==> src/rtl/instruction_fetch_unit.sv <==
// Instruction fetch unit: owns the PC, issues word reads over a valid/ready request channel
// and latches the returned instruction. Optional misaligned-PC trap: FETCH_MISALIGN_TRAP_EN.
module instruction_fetch_unit #(
  parameter logic [31:0] RESET_PC       = 32'h0000_0000,
  parameter int unsigned TIMEOUT_CYCLES = 16
) (
  input  logic        clk,
  input  logic        reset,
  input  logic        fetch_start,
  input  logic        pc_update,
  input  logic        pc_src,
  input  logic [31:0] pc_target,
  output logic        mem_req_valid,
  input  logic        mem_req_ready,
  output logic [31:0] mem_addr,
  input  logic        mem_rsp_valid,
  input  logic [31:0] mem_rsp_data,
  output logic [31:0] instr,
  output logic        instr_valid,
  output logic [31:0] pc_cur,
  output logic [31:0] pc_old,
  output logic        busy,
  output logic        fetch_fault,
`ifdef FETCH_MISALIGN_TRAP_EN
  output logic        misaligned,
  output logic [31:0] bad_addr,
`endif
  output logic        proto_err
);

  localparam logic PcSrcIncrement = 1'b0;
  localparam logic PcSrcJump      = 1'b1;

  localparam logic [31:0] NopInstr    = 32'h0000_0013;
  localparam logic [7:0]  TimeoutLast = 8'(TIMEOUT_CYCLES - 1);

  typedef enum logic [1:0] {StIdle, StReq, StWait, StHold} state_e;

  state_e      state_q, state_d;
  logic [31:0] pc_q, pc_d;
  logic [31:0] pc_old_q, pc_old_d;
  logic [31:0] instr_q, instr_d;
  logic [7:0]  cnt_q, cnt_d;
  logic        fault_q, fault_d;
  logic        proto_q, proto_d;
  logic        busy_w;

`ifdef FETCH_MISALIGN_TRAP_EN
  logic        mis_q, mis_d;
  logic [31:0] bad_q, bad_d;
`endif

  assign busy_w = (state_q == StReq) || (state_q == StWait);

  always_comb begin
    state_d  = state_q;
    pc_d     = pc_q;
    pc_old_d = pc_old_q;
    instr_d  = instr_q;
    cnt_d    = cnt_q;
    fault_d  = fault_q;
    proto_d  = proto_q;
`ifdef FETCH_MISALIGN_TRAP_EN
    mis_d    = mis_q;
    bad_d    = bad_q;
`endif

    // PC is frozen while a fetch is in flight so mem_addr stays stable.
    if (pc_update) begin
      if (busy_w) begin
        proto_d = 1'b1;
      end else if (pc_src == PcSrcJump) begin
        pc_d = pc_target & 32'hFFFF_FFFE;
      end else begin
        pc_d = pc_old_q + 32'd4;
      end
    end

    unique case (state_q)
      StIdle, StHold: begin
        if (fetch_start) begin
          fault_d = 1'b0;
`ifdef FETCH_MISALIGN_TRAP_EN
          // Checked against the PC the request would actually use.
          if (pc_d[1:0] != 2'b00) begin
            mis_d   = 1'b1;
            bad_d   = pc_d;
            state_d = StIdle;
          end else begin
            mis_d   = 1'b0;
            state_d = StReq;
          end
`else
          state_d = StReq;
`endif
        end
      end
      StReq: begin
        if (mem_req_ready) begin
          state_d = StWait;
          cnt_d   = 8'd0;
        end
      end
      StWait: begin
        if (mem_rsp_valid) begin
          instr_d  = mem_rsp_data;
          pc_old_d = pc_q;
          state_d  = StHold;
        end else if (cnt_q == TimeoutLast) begin
          fault_d = 1'b1;
          state_d = StIdle;
        end else begin
          cnt_d = cnt_q + 8'd1;
        end
      end
      default: state_d = StIdle;
    endcase
  end

  always_ff @(posedge clk or posedge reset) begin
    if (reset) begin
      state_q  <= StIdle;
      pc_q     <= RESET_PC;
      pc_old_q <= 32'h0;
      instr_q  <= NopInstr;
      cnt_q    <= 8'd0;
      fault_q  <= 1'b0;
      proto_q  <= 1'b0;
`ifdef FETCH_MISALIGN_TRAP_EN
      mis_q    <= 1'b0;
      bad_q    <= 32'h0;
`endif
    end else begin
      state_q  <= state_d;
      pc_q     <= pc_d;
      pc_old_q <= pc_old_d;
      instr_q  <= instr_d;
      cnt_q    <= cnt_d;
      fault_q  <= fault_d;
      proto_q  <= proto_d;
`ifdef FETCH_MISALIGN_TRAP_EN
      mis_q    <= mis_d;
      bad_q    <= bad_d;
`endif
    end
  end

  assign mem_req_valid = (state_q == StReq);
`ifdef FETCH_MISALIGN_TRAP_EN
  assign mem_addr      = pc_q;
  assign misaligned    = mis_q;
  assign bad_addr      = bad_q;
`else
  assign mem_addr      = {pc_q[31:2], 2'b00};
`endif
  assign instr         = instr_q;
  assign instr_valid   = (state_q == StHold);
  assign pc_cur        = pc_q;
  assign pc_old        = pc_old_q;
  assign busy          = busy_w;
  assign fetch_fault   = fault_q;
  assign proto_err     = proto_q;

endmodule

==> config.mk <==
export PLATFORM = sky130hd
export DESIGN_NAME = instruction_fetch_unit
export DESIGN_NICKNAME = d
export VERILOG_FILES = /design/src/rtl/instruction_fetch_unit.sv
export SDC_FILE = /design/constraint.sdc
export NUM_CORES = 1
export LEC_CHECK = 0
export CORE_UTILIZATION = 41
export CTS_BUF_LIST = sky130_fd_sc_hd__clkbuf_4 sky130_fd_sc_hd__clkbuf_8
export CTS_CLUSTER_DIAMETER = 100
export DETAILED_ROUTE_END_ITERATION = 16
export PLACE_DENSITY = 0.74
export SETUP_SLACK_MARGIN = 0.2
export SYNTH_ARGS = -nofsm -noshare
export SYNTH_HDL_FRONTEND = slang
export SYNTH_SLANG_ARGS = --single-unit
==> constraint.sdc <==
create_clock -name clk -period 3.7 [get_ports clk]
set_input_delay 1.11 -clock clk [delete_from_list [all_inputs] [get_ports clk]]
set_output_delay 1.11 -clock clk [all_outputs]
set_load 0.005 [all_outputs]
==> results of run 1 <==
==> power by group <==
group	internal, mW	total [mW]	switching, mW
logic	1.73	2.68	0.943
registers	1.70	2.23	0.529
clock network	0.321	0.698	0.377
==> how the worst max path moves through the flow <==
stage | start | end | cells after the start
floorplan | reset | cnt_q[0] | 1
global placement | pc_update | pc_cur[31] | 4
detailed placement | pc_update | pc_cur[12] | 4
CTS | state_q[0] | busy | 4
global route | state_q[0] | busy | 4
finish | state_q[0] | busy | 4
==> sequential cells by signal, indices dropped and copies added, names as in the netlist <==
signal	count
cnt_q	8
fetch_fault	1
instr	32
pc_cur	32
pc_old	32
proto_err	1
state_q	2
==> layout make-up <==
class | count | area, sq um
fillers | 1084 | 5170
flip-flops and latches | 108 | 2710
multi-input cells | 310 | 2280
repair buffers | 207 | 2070
well taps | 172 | 215
clock buffers | 16 | 189
inverters | 9 | 37.5
==> metrics by stage <==
step           utilization (%)  hold WS [ns]  area (sq um)  instances  power [mW]
3_3_place_gp              57.7         0.440          7310        806        4.85
4_1_cts                   59.2         0.481          7500        822        5.67
6_report                  59.2         0.481          7500        822        5.60
2_1_floorplan                -         0.451          5370        482        3.43
5_1_grt                   59.2         0.508          7500        822        6.00
3_5_place_dp              57.7         0.459          7310        806        4.95
==> logic make-up after synthesis <==
group | Yosys count | share of synthesized area (%)
adder cells (fa/ha/maj) | 5 | 1.17
buffers and inverters | 64 | 7.14
XOR/XNOR | 30 | 4.90
AND/OR/NAND/NOR | 122 | 13.0
multiplexers | 69 | 14.4
flip-flops | 108 | 50.5
other | 1 | 0.0700
AO/OA/AOI/OAI | 82 | 8.80
==> cell usage after synthesis (2+ instances only) <==
library cell,instances,share of area [%]
a21oi_1,24,2.2
and2_1,3,0.35
and3_1,9,1.1
and4_1,3,0.49
buf_2,6,0.56
buf_4,32,4.5
buf_6,2,0.42
clkbuf_1,15,1.1
dfrtp_1,105,49
dfstp_2,3,1.5
ha_1,5,1.2
inv_1,9,0.63
mux2_2,65,14
mux2i_1,4,0.75
nand2_1,31,2.2
nand2b_1,5,0.58
nand3_1,11,1.0
nand4_1,6,0.70
nor2_1,29,2.0
nor2b_1,2,0.23
nor3_1,5,0.47
nor4_1,7,0.82
nor4_2,2,0.47
nor4_4,4,1.6
o211ai_1,3,0.42
o21ai_0,31,2.9
o22ai_1,12,1.4
o31a_1,3,0.49
o31ai_1,3,0.42
xnor2_1,17,2.8
xor2_1,13,2.1
==> per-layer routing <==
layer	share of wire (%)	vias to the layer above	GRT usage, %
li1	-	1981	-
met1	41	2128	24.7
met2	50	166	36.0
met3	7.9	11	5.45
met4	1.2	0	7.69
met5	0	-	0
==> critical path: cells and delay by family, from the launching register on <==
kind	cells	cell delay, ns
buffers and inverters	3	0.71
DFF	1	0.41
adders and majority gates	1	0.36
==> impl_metrics.ini, run 1 <==
[setup_path]
r2r-end = pc_cur[13]
cpMaxStageDelayCell = clkdlybuf4s50_1
crit_chain = inv_1, ha_1, inv_1, clkdlybuf4s50_1
cp-end-kind = primary output
r2r_cells = 5
worstPathMaxFanout = 5
r2r_slack_ns = 1.41
crit_path_start_kind = flop
cpPeakStageDelay_ns = 0.51
r2r_start = state_q[0]
worstPathArrival_ns = 1.85
critPathKind = reg2out
cpMostUsedCell = inv_1
required_ns = 2.59

[timing]
hold_violations = 0
fin_crit_ns = 2.96
post-route-period-util_pct = 79.9
rsz0062_at_grt = no
slew_violations = 0
fin_tns_setup_ns = 0
worstMarginPinSlew_ns = 0.773
fmax_mhz = 338
slew_headroom_pct = 48.4
final-setup-viol-count = 0
finClkSkew_ns = 0.0110
setup_ws_ns = 0.743

[clock_network]
cts_hold_buffers = 0
clkTransAtPathRegs_ns = 0.09
root_buffer = clkbuf_8
cts_htree_levels = 3
cts_resized = 0
insertion_delay_ns = 0.37
clock_path_buffers = 2
cts-buffers-inserted = 9
clock_sinks = 108
cts_setup_buffers = 0
cts_tree = built

[die]
start_util_pct = 42.3
die_area_sq_um = 13500
die_x_microns = 116
core-area_sq_um = 12700
die_h_microns = 116
pin_count = 204
rows = 41

[detailed_routing]
firstDrtPassIters = 4
drtIter0Drc = 225
antenna_left = 0
via_per_inst = 5.21
wl_microns = 13500
wl_per_cell_microns = 16.5
drc_errors = 0
vias = 4286

[power_and_ir_drop]
power_density_nw_per_um2 = 747
peakVddDrop_mv = 0.385
p_leak_nw = 3.11

[logic_synthesis]
async_flop_share_pct = 100
synth_seq_cells = 108
ys_seq_area_share_pct = 50.5
synthesis.area_sq_um = 5360
synth_cells = 481
synth_edf_count = 0
ys_types = 43
postSynthAreaPerCell_sq_um = 11.1
ys.flop_type = dfrtp_1
yosys_warnings = 0

[placed_design]
place_hpwl_microns = 9670
gp_congestion = 0.824
post-place-ws_ns = 0.640
io_buffers = 200

[layout]
final_nets = 721
num_antenna_cells = 0
final_common_cell = clkdlybuf4s50_1
final_cell_mix = clkdlybuf4s50_1 (199), dfrtp_1 (105), mux2_2 (65)
drive_gt1_share_pct = 16.0
area_growth_pct = 39.9

[worst_hold_path]
min_from = proto_err
whs_path_depth = 1
hp-class = reg2reg
holdPathEnd = proto_err

[run_status]
status = complete, no violations

[flow_run]
cap_violations = 0

[grt]
grt_pass1_wl_microns = 21500
grt_max_degree = 42
grt_pass1_vias = 4327
track_usage_pct = 20.8
grt_overflow = 0
antenna_found_initial = 0
Note: power is estimated with default switching activity, not from simulation.
==> run 2, diff against run 1 <==
- clock period: 3.7 -> 2.4 ns (I/O delays scaled with it)
==> run 2 against run 1 <==
Power increased by 60%. Combinational power increased by 63%. Design area increased by 2.5%. Clock skew increased by 0.0061 ns. Sequential share of layout area decreased by 0.82 points. Critical path depth decreased by 3. Final cell count increased by 1.8%. Via count increased by 0.51%. Hold slack got worse by 0.022 ns. Die area unchanged.
==> impl_metrics.ini, run 2 (synthesis results as in run 1) <==
[layout]
final_cell_mix = clkdlybuf4s50_1 (196), dfrtp_1 (101), mux2_2 (65)
area_growth_pct = 43.5
final_nets = 736
fillCellCount = 1065
drive_gt1_share_pct = 19.2
final_common_cell = clkdlybuf4s50_1
seq_area_sq_um = 2710
multi_input_area_sq_um = 2300
num_antenna_cells = 0

[die]
rows = 41
die_h_microns = 116
die_x_microns = 116
pin_count = 204
die_area_sq_um = 13500
core-area_sq_um = 12700
start_util_pct = 42.3

[clock_network]
cts_htree_levels = 3
cts_hold_buffers = 0
clkTransAtPathRegs_ns = 0.09
clock_sinks = 108
insertion_delay_ns = 0.38
root_buffer = clkbuf_8
cts-buffers-inserted = 9
clock_path_buffers = 2
cts_tree = built

[detailed_routing]
wl_microns = 13700
drtIter0Drc = 259
firstDrtPassIters = 4
drc_errors = 0
vias = 4308
via_per_inst = 5.15
antenna_left = 0
wl_per_cell_microns = 16.4

[setup_path]
critPathTopFamily = flip-flops
critPathBufInv = 1
worstPathArrival_ns = 1.42
cp-end-kind = primary output
r2r-end = cnt_q[7]
worstPathMaxFanout = 2
crit_path_start_kind = flop
r2r_slack_ns = 0.44
critPathKind = reg2out
r2r_start = state_q[0]
required_ns = 1.68
cpMaxStageDelayCell = dfstp_2
cpPeakStageDelay_ns = 0.54
crit_chain = clkdlybuf4s50_1
r2r_cells = 8

[grt]
antenna_found_initial = 0
grt_pass1_wl_microns = 21500
track_usage_pct = 20.8
grt_max_degree = 57
grt_pass1_vias = 4262
grt_overflow = 0

[timing]
fmax_mhz = 468
fin_crit_ns = 2.14
final-setup-viol-count = 0
setup_ws_ns = 0.265
hold_violations = 0
rsz0062_at_grt = no
post-route-period-util_pct = 89.0
slew_violations = 0
slew_headroom_pct = 62.0
finClkSkew_ns = 0.0171
fin_tns_setup_ns = 0
worstMarginPinSlew_ns = 0.570

[power_and_ir_drop]
p_leak_nw = 3.22
peakVddDrop_mv = 0.591
power.total_mw = 8.95
power_density_nw_per_um2 = 1160

[placed_design]
gp_congestion = 0.871
io_buffers = 200
post-place-ws_ns = 0.184
place_hpwl_microns = 9790

[worst_hold_path]
hp-class = reg2reg
whs_path_depth = 1
holdPathEnd = proto_err
min_from = proto_err

[flow_run]
cap_violations = 0

[run_status]
status = complete, no violations
-- run 2: cell types whose count changed in the layout (fill, tap and decap cells not counted), sizes merged --
cell,change
buf,+15
bufinv,+1
clkbuf,-1
clkdlybuf4s50,-3
clkinv,+1
dlymetal6s2s,+2
-- run 2: cell type report --
cell class / count / area share [%]
Inverter: 9 / 0.488
Timing Repair Buffer: 222 / 28.9
Clock inverter: 2 / 0.456
Sequential cell: 108 / 35.3
Clock buffer: 14 / 2.18
Tap cell: 172 / 2.80
Multi-Input combinational cell: 310 / 29.9
-- run 2: where the power goes --
| part | internal, mW | leakage, nW | switching (mW) |
|---|---|---|---|
| clock | 0.558 | 0.108 | 0.591 |
| sequential | 2.63 | 1.33 | 0.797 |
| combinational | 2.83 | 1.79 | 1.55 |
-- run 2: how the worst max path moves through the flow --
stage / startpoint / end / slack, ns / depth (start not counted)
after floorplan: reset / cnt_q[0] / 0.38 / 1
after global placement: mem_rsp_valid / state_q[0] / 0.21 / 6
after detailed placement: mem_rsp_valid / state_q[0] / 0.18 / 6
after CTS: state_q[0] / instr_valid / 0.12 / 3
after global routing: pc_old[8] / pc_old[8] / 0.21 / 1
final: instr[4] / instr[4] / 0.26 / 1
-- run 2: timing repair --
item / 4_1_cts / 5_1_grt
resized for setup: 6 / 10
setup endpoints to repair: 2 / 7
buffers inserted: 4 / 2
pin swaps: 0 / 0
-- run 2: metal layers --
metal,vias to the layer above,part of all wire (%),wire length (microns),track usage (%)
met5,-,0,0,0
met4,0,1.7,231,8.12
met3,17,6.0,822,4.51
met2,143,50,6890,36.0
met1,2134,42,5760,25.1
li1,2014,-,-,-
-- run 2: stage by stage --
step	hold WS, ns	util, %	cell area, sq um	std cells
final	0.459	60.7	7690	837
after global routing	0.485	60.7	7690	837
after CTS	0.464	60.4	7660	835
after detailed placement	0.442	58.4	7400	815
after global placement	0.439	58.4	7400	815
after floorplan	0.451	-	5370	482
==> variant: new RTL, flow settings as in run 2 <==
Register the input `pc_target` before use, without a reset. The logic sees it one clock later. The other inputs are not delayed to match.
--- a/src/rtl/instruction_fetch_unit.sv
+++ b/src/rtl/instruction_fetch_unit.sv
@@ -38,2 +38,8 @@
 
+  logic [31:0] pc_target_q;
+
+  always_ff @(posedge clk) begin
+    pc_target_q <= pc_target;
+  end
+
   state_e      state_q, state_d;
@@ -72,3 +78,3 @@
       end else if (pc_src == PcSrcJump) begin
-        pc_d = pc_target & 32'hFFFF_FFFE;
+        pc_d = pc_target_q & 32'hFFFF_FFFE;
       end else begin
Function: changed (Yosys sat finds a counterexample within 4 cycles, from zero or initial values and one cycle with reset high).
==> variant against run 2 <==
  * Cell area rose by 12%
  * Final cell count rose by 7.9%
  * Total power rose by 18%
  * Area after synthesis rose by 10%
  * Largest cell class unchanged
  * Sequential cell count rose by 31
  * Largest power group unchanged
  * Sequential power rose by 17%
  * Routed wire length rose by 12%
  * Register-to-register slack got worse by 0.03 ns
  * Setup slack got worse by 0.0048 ns
==> variant: results (changes against run 2) <==
| Metric | Value |
|---|---|
| # fillers | 1,177 (was 1,065) |
| Pin count of the biggest net entering global routing | 59 (was 57) |
| Clock Latency Late Sink | 0.44 ns (was 0.38 ns) |
| Leak | 0.00359 uW (was 0.00322 uW) |
| Detailed Routing Iterations Pass 1 | 4 (unchanged) |
| HPWL after DPL | 10,600 um (was 9790 um) |
| Slowest stage cell, crit path | clkdlybuf4s50_1 (was dfstp_2) |
| Number of distinct library cells after synthesis | 45 (was 43) |
| Dominant cells by area after synthesis | dfrtp_1 (44%), mux2_2 (11%), dfxtp_1 (10%) (was dfrtp_1 (49%), mux2_2 (14%), buf_4 (4.5%)) |
| First-pass GRT wire length | 23,800 um (was 21,500 um) |
| Initial drt markers | 244 (was 259) |
| Clock Skew | 0.00855 ns (was 0.0171 ns) |
| Fin Setup TNS | 0 ns (unchanged) |
| DR WL/cell | 17.0 um (was 16.4 um) |
| Peak fanout along the critical path | 7 (was 2) |
| Slew @ Worst Pin | 0.606 ns (was 0.570 ns) |
| H-tree depth | 4 (was 3) |
| Routability cong. | 0.823 (was 0.871) |
| Run status | completed (unchanged) |
| Synthesis Warnings | 0 (unchanged) |
| CTS Buf Count | 17 (was 9) |
| Synth Flop Type | dfrtp_1 (unchanged) |
| Global Route Usage Sum | 21.0% (was 20.8%) |
| Vias in the first global route | 4,575 (was 4,262) |
| Register area share after synthesis | 56.3% (was 50.5%) |
| Post-synthesis async set-or-reset flop share | 77.7% (was 100%) |
| Reg-to-Reg Start | pc_old[2] (was state_q[0]) |
| CP startpoint | pc_old[8] (was instr[4]) |
| Delay-heaviest family, CP | buffers and inverters (was flip-flops) |
| Fraction of layout instances using a drive strength above 1 | 22.1% (was 19.2%) |
| Initial antenna violation count | 0 (unchanged) |
| Post-synth top cells | dfrtp_1 (105), mux2_2 (60), buf_4 (32), nand2_1 (32), o21ai_0 (32) (was dfrtp_1 (105), mux2_2 (65), buf_4 (32)) |
| Final nets | 786 (was 736) |
| Via density | 5.06 (was 5.15) |
| Peak supply drop | 0.000640 V (was 0.000591 V) |
variant: changes by cell type after synthesis, sizes merged, moves of 3 or more:
| cell | change |
|---|---|
| dfxtp | +31 |
| nor4 | -8 |
| xor2 | +3 |
| and3 | +7 |
| buf | -4 |
| clkbuf | +3 |
| xnor2 | -4 |
| mux2 | -5 |
| nor3 | +7 |
| or4 | +3 |
| o21ai | +7 |
variant: worst paths after layout:
| path | end | slack (ns) | cells after the start |
|---|---|---|---|
| max | pc_old[8] | 0.26 | 1 |
| min | proto_err | 0.47 | 1 |
| max reg2reg | pc_cur[14] | 0.41 | 6 |
| min reg2reg | proto_err | 0.47 | 1 |
| max in group asynchronous | instr[1] | 1.17 | 3 |
| min in group asynchronous | instr[30] | 0.58 | 2 |
variant: layout make-up:
class / count / share of cell area (%)
clock buffer: 19 / 3.05
clock inverter: 13 / 2.22
inverter: 11 / 0.555
multi-input combinational: 314 / 26.1
sequential: 139 / 39.0
tap: 180 / 2.63
timing repair buffer: 227 / 26.4
variant: power breakdown:
part | internal, uW | total [uW] | switching [uW]
Combinational | 2810 | 4400 | 1580
Sequential | 3200 | 4010 | 811
Clock | 1190 | 2120 | 927
Total | 7210 | 10500 | 3320
variant: cells by family (layout without fill, tap and decap cells):
group           count (synthesis)  count (layout)  share of synthesized area [%]
flops                         139             139                           56.3
simple gates                  133             133                           12.1
compound gates                 81              81                           7.74
buf+inv                        65             270                           6.35
mux                            64              64                           12.1
xor+xnor                       29              29                           4.30
fa+ha+maj                       5               5                           1.06
other cells                     1               2                         0.0634
variant: metrics by stage:
step,power [uW],setup slack (ns),cells,instance area (um^2)
floorplan,5800,0.381,518,5920
global placement,8160,0.165,859,7990
detailed placement,8300,0.144,859,7990
CTS,10500,0.0677,896,8510
global route,11200,0.184,903,8570
finish,10500,0.260,903,8570
variant: layer usage:
layer,wire (um),up-vias,track usage [%],share of wire [%]
li1,-,2151,-,-
met4,278,0,8.08,1.8
met3,790,24,5.95,5.2
met5,0,-,0,0
met1,6520,2252,26.1,43
met2,7740,139,34.7,50
variant: what timing repair did:
| item | 4_1_cts | 5_1_grt |
|---|---|---|
| gates cloned | 0 | 0 |
| setup endpoints to repair | 15 | 19 |
| hold endpoints to repair | 0 | 0 |
| setup buffers | 5 | 7 |
| gates resized for setup | 21 | 17 |
